## config.mk

```make
export PLATFORM = sky130hd
export DESIGN_NAME = alu16_nibble_seq_flat
export DESIGN_NICKNAME = d
export VERILOG_FILES = /design/src/rtl/alu16_nibble_seq_pkg.sv /design/src/rtl/alu16_nibble_seq_if.sv /design/src/rtl/module_ula_74181.sv /design/src/rtl/alu16_nibble_seq.sv /design/src/flat_wrapper.sv
export SDC_FILE = /design/constraint.sdc
export NUM_CORES = 1
export LEC_CHECK = 0
export CAP_MARGIN = 20
export CORE_AREA = 4 4 94 96
export CTS_CLUSTER_DIAMETER = 60
export DETAILED_ROUTE_END_ITERATION = 6
export DIE_AREA = 0 0 98 100
export HOLD_SLACK_MARGIN = 0.1
export PLACE_DENSITY = 0.71
export SLEW_MARGIN = 20
export SYNTH_ARGS = -nofsm -noshare
export SYNTH_HDL_FRONTEND = slang
export SYNTH_SLANG_ARGS = --single-unit
export TNS_END_PERCENT = 50
```

## constraint.sdc

```tcl
create_clock -name clk -period 4.5 [get_ports clk]
set_input_delay 0.9 -clock clk [delete_from_list [all_inputs] [get_ports clk]]
set_output_delay 0.9 -clock clk [all_outputs]
set_load 0.005 [all_outputs]
```

## src/rtl/alu16_nibble_seq_pkg.sv

```systemverilog
// Shared types and 74181 function-select encodings for the nibble-serial ALU.
package alu16_pkg;

    typedef enum logic [1:0] {
        IDLE = 2'd0,
        RUN  = 2'd1,
        DONE = 2'd2
    } state_t;

    // Arithmetic selects assume m=0; subtraction also needs cin=1.
    localparam logic [3:0] FN_ADD = 4'b1001;
    localparam logic [3:0] FN_SUB = 4'b0110;
    // Logic selects assume m=1.
    localparam logic [3:0] FN_XOR = 4'b0110;
    localparam logic [3:0] FN_AND = 4'b1011;
    localparam logic [3:0] FN_OR  = 4'b1110;

endpackage

```

## src/rtl/alu16_nibble_seq_if.sv

```systemverilog
// Request/response channel of the nibble-serial ALU; NIBBLES must match the attached block.
interface alu16_nibble_seq_if #(parameter int NIBBLES = 4);
    localparam int W = 4 * NIBBLES;

    logic         in_valid;
    logic         in_ready;
    logic [W-1:0] in_a;
    logic [W-1:0] in_b;
    logic [3:0]   in_s;
    logic         in_m;
    logic         in_cin;
    logic         out_valid;
    logic         out_ready;
    logic [W-1:0] out_f;
    logic         out_cout;
    logic         out_eq;
    logic         busy;

    modport master (
        output in_valid, in_a, in_b, in_s, in_m, in_cin, out_ready,
        input  in_ready, out_valid, out_f, out_cout, out_eq, busy
    );

    modport slave (
        input  in_valid, in_a, in_b, in_s, in_m, in_cin, out_ready,
        output in_ready, out_valid, out_f, out_cout, out_eq, busy
    );

endinterface

```

## src/rtl/module_ula_74181.sv

```systemverilog
// Functional model of one 74181 4-bit ALU slice, active-high data and active-high carry.
module module_ula_74181 (
    input  logic [3:0] a,
    input  logic [3:0] b,
    input  logic [3:0] s,
    input  logic       m,
    input  logic       c_in,
    output logic [3:0] f,
    output logic       c_out,
    output logic       a_eq_b
);
    logic [3:0] x;
    logic [3:0] y;
    logic [4:0] sum;

    // Every 74181 function is X plus Y plus carry, or the XNOR of X and Y in logic mode.
    assign x   = a | (b & {4{s[0]}}) | (~b & {4{s[1]}});
    assign y   = (a & ~b & {4{s[2]}}) | (a & b & {4{s[3]}});
    assign sum = {1'b0, x} + {1'b0, y} + {4'b0000, c_in};

    assign f      = m ? ~(x ^ y) : sum[3:0];
    assign c_out  = sum[4];
    assign a_eq_b = &f;

endmodule

```

## src/rtl/alu16_nibble_seq.sv

```systemverilog
// Multi-cycle ALU: one 74181 slice walks the operands LSB nibble first, carry rippling through a register.
import alu16_pkg::*;

module alu16_nibble_seq #(
    parameter int NIBBLES = 4
) (
    input  logic              clk,
    input  logic              rst,
    alu16_nibble_seq_if.slave bus
);
    localparam int W  = 4 * NIBBLES;
    localparam int IW = (NIBBLES > 1) ? $clog2(NIBBLES) : 1;
    localparam logic [IW-1:0] LAST = IW'(NIBBLES - 1);

    state_t        state;
    state_t        state_nxt;
    logic [W-1:0]  a_q;
    logic [W-1:0]  b_q;
    logic [W-1:0]  res_q;
    logic [W-1:0]  res_nxt;
    logic [W-1:0]  f_q;
    logic [3:0]    s_q;
    logic          m_q;
    logic          carry_q;
    logic          eq_q;
    logic          cout_q;
    logic          eqo_q;
    logic [IW-1:0] idx_q;
    logic [3:0]    nib_a;
    logic [3:0]    nib_b;
    logic [3:0]    nib_f;
    logic          nib_cout;
    logic          nib_eq;

    assign nib_a = a_q[{idx_q, 2'b00} +: 4];
    assign nib_b = b_q[{idx_q, 2'b00} +: 4];

    module_ula_74181 alu (
        .a      (nib_a),
        .b      (nib_b),
        .s      (s_q),
        .m      (m_q),
        .c_in   (carry_q),
        .f      (nib_f),
        .c_out  (nib_cout),
        .a_eq_b (nib_eq)
    );

    always_comb begin
        res_nxt = res_q;
        res_nxt[{idx_q, 2'b00} +: 4] = nib_f;
    end

    always_ff @(posedge clk) begin
        if (rst) state <= IDLE;
        else     state <= state_nxt;
    end

    always_comb begin
        state_nxt     = state;
        bus.in_ready  = 1'b0;
        bus.out_valid = 1'b0;
        case (state)
            IDLE: begin
                bus.in_ready = 1'b1;
                if (bus.in_valid) state_nxt = RUN;
            end
            RUN: begin
                if (idx_q == LAST) state_nxt = DONE;
            end
            DONE: begin
                bus.out_valid = 1'b1;
                if (bus.out_ready) state_nxt = IDLE;
            end
            default: state_nxt = IDLE;
        endcase
    end

    // Response fields live in their own registers so they hold steady while the next op ripples.
    always_ff @(posedge clk) begin
        if (rst) begin
            a_q     <= '0;
            b_q     <= '0;
            s_q     <= '0;
            m_q     <= 1'b0;
            idx_q   <= '0;
            carry_q <= 1'b0;
            eq_q    <= 1'b1;
            res_q   <= '0;
            f_q     <= '0;
            cout_q  <= 1'b0;
            eqo_q   <= 1'b0;
        end else begin
            case (state)
                IDLE: begin
                    if (bus.in_valid) begin
                        a_q     <= bus.in_a;
                        b_q     <= bus.in_b;
                        s_q     <= bus.in_s;
                        m_q     <= bus.in_m;
                        carry_q <= bus.in_cin;
                        eq_q    <= 1'b1;
                        idx_q   <= '0;
                    end
                end
                RUN: begin
                    res_q   <= res_nxt;
                    carry_q <= nib_cout;
                    eq_q    <= eq_q & nib_eq;
                    idx_q   <= idx_q + 1'b1;
                    if (idx_q == LAST) begin
                        f_q    <= res_nxt;
                        cout_q <= ~m_q & nib_cout;
                        eqo_q  <= eq_q & nib_eq;
                    end
                end
                default: ;
            endcase
        end
    end

    assign bus.out_f    = f_q;
    assign bus.out_cout = cout_q;
    assign bus.out_eq   = eqo_q;
    assign bus.busy     = (state != IDLE);

endmodule
```

## src/flat_wrapper.sv

```systemverilog
// flat-port wrapper written by rule: the top's interface ports become plain ports
module alu16_nibble_seq_flat 
#(
    parameter int NIBBLES = 4
)
  (clk, rst, bus_in_valid, bus_in_a, bus_in_b, bus_in_s, bus_in_m, bus_in_cin, bus_out_ready, bus_in_ready, bus_out_valid, bus_out_f, bus_out_cout, bus_out_eq, bus_busy);
  alu16_nibble_seq_if #(.NIBBLES(NIBBLES)) bus_i ();
  input  logic clk;
  input  logic rst;
  input wire logic [$bits(bus_i.in_valid)-1:0] bus_in_valid;
  input wire logic [$bits(bus_i.in_a)-1:0] bus_in_a;
  input wire logic [$bits(bus_i.in_b)-1:0] bus_in_b;
  input wire logic [$bits(bus_i.in_s)-1:0] bus_in_s;
  input wire logic [$bits(bus_i.in_m)-1:0] bus_in_m;
  input wire logic [$bits(bus_i.in_cin)-1:0] bus_in_cin;
  input wire logic [$bits(bus_i.out_ready)-1:0] bus_out_ready;
  output wire logic [$bits(bus_i.in_ready)-1:0] bus_in_ready;
  output wire logic [$bits(bus_i.out_valid)-1:0] bus_out_valid;
  output wire logic [$bits(bus_i.out_f)-1:0] bus_out_f;
  output wire logic [$bits(bus_i.out_cout)-1:0] bus_out_cout;
  output wire logic [$bits(bus_i.out_eq)-1:0] bus_out_eq;
  output wire logic [$bits(bus_i.busy)-1:0] bus_busy;
  assign bus_i.in_valid = bus_in_valid;
  assign bus_i.in_a = bus_in_a;
  assign bus_i.in_b = bus_in_b;
  assign bus_i.in_s = bus_in_s;
  assign bus_i.in_m = bus_in_m;
  assign bus_i.in_cin = bus_in_cin;
  assign bus_i.out_ready = bus_out_ready;
  assign bus_in_ready = bus_i.in_ready;
  assign bus_out_valid = bus_i.out_valid;
  assign bus_out_f = bus_i.out_f;
  assign bus_out_cout = bus_i.out_cout;
  assign bus_out_eq = bus_i.out_eq;
  assign bus_busy = bus_i.busy;
  alu16_nibble_seq #(.NIBBLES(NIBBLES)) u_core (.clk(clk), .rst(rst), .bus(bus_i));
endmodule
```

# Yosys cells after proc, flatten, opt, wreduce, memory -nomap -nowiden
# Index checks and enable logic that the tools add are counted.
[classes]
addsub = 4
eq_ne = 6
n_shift = 4
mux = 14
bitwise_logic = 15
reduce_logical = 8
[op_table]
columns = ["operator", "count"]
rows = [
  ["$shiftx A16 B5 Y4", 2],
  ["$and A4 B4 Y4", 6],
  ["$bwmux W16", 1],
  ["$shift A4 B6 Y16 const A", 1],
  ["$shiftx A4 B6 Y16", 1],
  ["$or A4 B4 Y4", 3],
  ["$mux W2", 4],
  ["$not A4 Y4", 2],
  ["$neg A4 Y6", 1],
  ["$pmux W2 S3", 1],
  ["$reduce_and A2 Y1", 3],
  ["$add A4 B4 Y5", 1],
  ["$add A5 B1 Y5", 1],
  ["$eq A2 B2 Y1 const B", 2],
  ["$mux W1", 4],
  ["$mux W4", 1],
  ["$ne A2 B2 Y1 const B", 2],
  ["$pmux W1 S2", 2],
  ["$pmux W2 S2", 1],
  ["$reduce_and A4 Y1", 1],
  ["$reduce_bool A2 Y1", 2],
  ["$xor A4 B4 Y4", 1],
  ["$reduce_and A3 Y1", 1],
  ["$add A2 B1 Y2 const B", 1],
  ["other kinds (5)", 6],
]
[totals]
ff_bits = 77
input_bits = 42
output_inout_bits = 21
elab_cells = 63

# Logic depth before layout (Yosys ltp)
[logic_depth]
ltp_word = 11
depth_mapped = 12
mapped_depth_nobuf = 11

# Modules after synthesis
# Synthesis repeated with hierarchy kept, for this count alone.
[unflattened]
cells_unflattened = 392
area_unflattened_um2 = 3450.8
[modules_own_cells]
columns = ["mod", "instances", "cells_each", "area_each_um2", "seq_area_each_um2"]
rows = [
  ["alu16_nibble_seq", 1, 353, 3103.0, 1461.4],
  ["module_ula_74181", 1, 39, 347.8, 0.0],
]

# Worst setup path after synthesis
# No wires, ideal clock.
[synth_timing]
kind = "reg2reg"
start = "reg u_core.idx_q[0]"
end = "reg u_core.f_q[13], in the netlist u_core.bus.out_f[13]"
setup_time_ns = 0.132
arrival_time_ns = 2.795
required_ns = 4.368
setup_slack_ns = 1.573
path_stages_with_launch = 11
n_path_buf = 0
period_less_slack_ns = 2.927
path_cell_list = "dfxtp_1 mux4_1 mux2i_1 and2b_1 fa_1 inv_1 fa_1 nor2_1 a21oi_1 a221oi_1 nor3_1"
[synth_between]
elab_chain_cells = 10
elab_cells_between_ends = 23
cone_classes = "add/sub (3); eq/ne (1); shift (4); mux (2); bitwise (12); reduce/logical (1)"
[synth_lines]
columns = ["element", "line_no", "rtl"]
rows = [
  ["start: declaration", "alu16_nibble_seq.sv:28", "logic [IW-1:0] idx_q;"],
  ["start signal: assignment", "alu16_nibble_seq.sv:110", "idx_q <= idx_q + 1'b1;"],
  ["$shiftx A16 B5 Y4", "alu16_nibble_seq.sv:36", "assign nib_b = b_q[{idx_q, 2'b00} +: 4];"],
  ["$not A4 Y4", "module_ula_74181.sv:17, module_ula_74181.sv:18", ""],
  ["$and A4 B4 Y4 (2 in series)", "module_ula_74181.sv:18", "assign y = (a & ~b & {4{s[2]}}) | (a & b & {4{s[3]}});"],
  ["$or A4 B4 Y4", "module_ula_74181.sv:18", ""],
  ["$add A4 B4 Y5 or $xor A4 B4 Y4 (tied branches)", "module_ula_74181.sv:19, module_ula_74181.sv:21", ""],
  ["$add A5 B1 Y5 or $not A4 Y4 (tied branches)", "module_ula_74181.sv:19, module_ula_74181.sv:21", ""],
  ["$mux W4", "module_ula_74181.sv:21", "assign f = m ? ~(x ^ y) : sum[3:0];"],
  ["$shiftx A4 B6 Y16", "alu16_nibble_seq.sv:51", "res_nxt[{idx_q, 2'b00} +: 4] = nib_f;"],
  ["$bwmux W16", "alu16_nibble_seq.sv:51", ""],
  ["end signal: assignment", "alu16_nibble_seq.sv:112", "f_q <= res_nxt;"],
  ["end: declaration", "alu16_nibble_seq.sv:21", "logic [W-1:0] f_q;"],
]
# Parallel ways exist; a longest one is shown, timed or not.
# A chain may end at the register's enable or synchronous reset.

# Worst setup path after layout
[layout_timing]
start = "reg u_core.idx_q[0]"
end = "reg u_core.eq_q"
[layout_between]
elab_chain_cells = 11
elab_cells_between_ends = 20
cone_classes = "add/sub (2); shift (2); mux (2); bitwise (13); reduce/logical (1)"
[layout_lines]
columns = ["element", "line_no", "rtl"]
rows = [
  ["$shiftx A16 B5 Y4", "alu16_nibble_seq.sv:36", ""],
  ["$not A4 Y4", "module_ula_74181.sv:17, module_ula_74181.sv:18", ""],
  ["$and A4 B4 Y4 (2 in series)", "module_ula_74181.sv:18", ""],
  ["$or A4 B4 Y4", "module_ula_74181.sv:18", ""],
  ["$add A4 B4 Y5 or $xor A4 B4 Y4 (tied branches)", "module_ula_74181.sv:19, module_ula_74181.sv:21", ""],
  ["$add A5 B1 Y5 or $not A4 Y4 (tied branches)", "module_ula_74181.sv:19, module_ula_74181.sv:21", ""],
  ["$mux W4 *", "module_ula_74181.sv:21", ""],
  ["$reduce_and A4 Y1 *", "module_ula_74181.sv:23", "assign a_eq_b = &f;"],
  ["$and A1 B1 Y1 *", "alu16_nibble_seq.sv:109", "eq_q <= eq_q & nib_eq;"],
  ["$pmux W1 S2 *", "alu16_nibble_seq.sv:94", "case (state)"],
  ["end signal: assignment", "alu16_nibble_seq.sv:109", ""],
  ["end: declaration", "alu16_nibble_seq.sv:25", "logic eq_q;"],
]
# Mark *: on every way between the ends. The rest lies on a longest branch, timed or not.

==> impl_metrics.yaml <==
power:
  p_leak_nw: 1.66
  ir_drop_v: 0.000190
  power_density_mw_per_mm2: 339
  totalPowerFinal_mw: 1.50
timing:
  rsz0062_at_grt: "false"
  timing.fmax_ghz: 0.270
  clock_skew_ps: 7.69
  tightestPinTransition_ps: 913
  tns_ps: 0
  postLayoutSetupSlackWorst_ps: 800
  hold_violations: 0
  setup_violations: 0
  max_slew_margin_pct: 39.0
  period_needed_ps: 3700
  holdWs_ps: 453
  drv_slew: 0
  timing.final.crit_share_pct: 82.2
critical_path:
  crit_top_cell: "inv_1"
  path_cells: "mux4_1, mux2i_1, nor2b_1, inv_1, fa_1, inv_1, fa_1, nor2_1, xnor2_2, inv_1, o311ai_0"
  cp_top_family: "flip-flops"
  worstPathBufferInverterCount: 3
  crit_arrival_ps: 3930
  cp.required_ps: 4730
  critPathMaxStageDelay_ps: 930
  crit_start: "u_core.idx_q[0]$_SDFFE_PP0P_"
  cp_max_fo: 16
  start_kind: "flop"
  r2r-start: "u_core.idx_q[0]$_SDFFE_PP0P_"
  end_kind: "flop"
  critPathKind: "flop to flop"
  slowest_stage: "dfxtp_1"
floorplanning:
  io-pin-count: 63
  core_mm2: 0.00805
  dieArea_mm2: 0.00980
  start_util_pct: 44.1
  fp-row-count: 33
  die_w_um: 98
  die_h_um: 100
detailed_routing:
  antenna_left: 0
  via_per_inst: 5.44
  first_pass_iters: 6
  wl_per_cell_um: 14.7
  drtIter0Drc: 161
  drc_errors: 0
  via_count: 3081
  wl_mm: 8.30
synthesis:
  yosysWarningCount: 0
  synthFlopType: "dfxtp_1"
  synth_edf_count: 0
  synthesis.instances: 406
  synth_top_area_share_pct: 43.4
  ys_seq_area_share_pct: 43.4
  synth_nets: 460
  syn_area_mm2: 0.00355
  synth-seq-cells: 77
  yosys-top-cells-area: "dfxtp_1, nand2_1, a21oi_1, mux4_1, ha_1"
  async_reset_ff_share_pct: 0
  ys_types: 41
  synth_area_leader_cell: "dfxtp_1"
  syn_avg_cell_area_um2: 8.74
finish:
  fin_util_pct: 55.0
  final_cell_mix: "nand2_1, dfxtp_1, clkdlybuf4s50_1, a21oi_1, nor2_1"
  antenna_cells: 0
  layout.nets: 511
  area.growth.synth_to_final_pct: 24.8
  final_cells: 566
  final_area_mm2: 0.00443
  drive_gt1_share_pct: 6.72
  layout_commonest_cell: "nand2_1"
  fill_cells: 759
placed_design:
  post-place-ws_ps: 830
  io_buffers: 62
  post-place-cells: 551
  dp_hpwl_mm: 5.81
  gp_congestion: 0.831
  place_area_mm2: 0.00422
cts:
  post-cts-setup-buffer-count: 0
  numCtsBuffers: 9
  clock-root-buffer: "clkbuf_8"
  cts_htree_levels: 3
  clock_path_buffers: 2
  cts_sinks: 77
  cts.repair.resized: 0
  clock_latency_ps: 350
  hold_buffers: 0
  cts_tree: "yes"
  path_clk_slew_ps: 80
grt:
  groute.layer.met3.usage_pct: 4.24
  gr-usage-met2_pct: 26.5
  grt_pass1_wl_mm: 13.8
  grt-ovfl-total: 0
  grt_start_max_net_pins: 65
  antenna_found_initial: 0
  top_usage_layer: "met2"
  grt_usage_pct: 17.4
  grt_pass1_vias: 2902
  met1_usage_pct: 23.8
min_path:
  hp-class: "flop to flop"
  min_from: "u_core.bus.out_cout$_SDFFE_PP0P_"
status:
  status: "completed"
flow_run:
  maxCapViolCount: 0
==> final cells by class <==
type	count	area [um^2]	area share, %
Multi-Input combinational cell	291	1850	41.8
Clock inverter	6	88.8	2.01
Tap cell	105	131	2.97
Sequential cell	77	1540	34.8
Inverter	13	51.3	1.16
Clock buffer	9	124	2.80
Timing Repair Buffer	65	638	14.4
==> power breakdown <==
part / leakage [nW] / internal, mW / switching [mW] / total, mW
Sequential: 0.627 / 0.707 / 0.0220 / 0.729
Clock: 0.101 / 0.309 / 0.251 / 0.560
Combinational: 0.935 / 0.0958 / 0.117 / 0.213
Total: 1.66 / 1.11 / 0.390 / 1.50
==> synth_stat cells (all sizes together), types with 2 or more instances <==
cell	number
nor3	10
nand3	6
mux2i	6
a21o	2
ha	10
a31oi	4
nand2b	7
a211o	4
a221oi	12
nand2	93
fa	2
nor2	31
dfxtp	77
a32oi	8
inv	13
o221ai	4
a22oi	5
xnor2	2
nor2b	10
o21ai	10
clkbuf	16
a21oi	44
mux4	8
nor3b	3
buf	9
==> final timing paths <==
path | end | slack [ps] | cells past startpoint
worst max-delay path | u_core.eq_q$_SDFFE_PP1P_ | 800 | 11
worst min-delay path | u_core.bus.out_cout$_SDFFE_PP0P_ | 450 | 2
worst max register to register | u_core.eq_q$_SDFFE_PP1P_ | 800 | 11
worst min register to register | u_core.bus.out_cout$_SDFFE_PP0P_ | 450 | 2
==> flip-flops by register name (all words and copies together) (netlist names), 2 cells and up <==
name              flops
u_core.a_q           16
u_core.b_q           16
u_core.bus.out_f     16
u_core.idx_q          2
u_core.res_q         16
u_core.s_q            4
u_core.state          2
==> routing by layer <==
metal	wire [um]	vias to the layer above
met1	3940	1452
met2	3790	89
met5	0	-
met4	104	0
met3	464	9
li1	-	1531
==> tightest hold or removal path: stages (launching register included) <==
cell	delay, ps
dfxtp_1	310
nand2_1	50
a21oi_1	50
==> logic make-up after synthesis <==
logic type               count (synthesis)  synth area share (%)
XOR/XNOR                                 2                 0.917
multiplexers                            14                  7.51
buffers and inverters                   38                  4.55
adder cells (fa/ha/maj)                 12                  4.65
AND/OR/NAND/NOR                        167                  21.3
flip-flops                              77                  43.4
AO/OA/AOI/OAI                           96                  17.6
(Power assumes the default switching activity.)
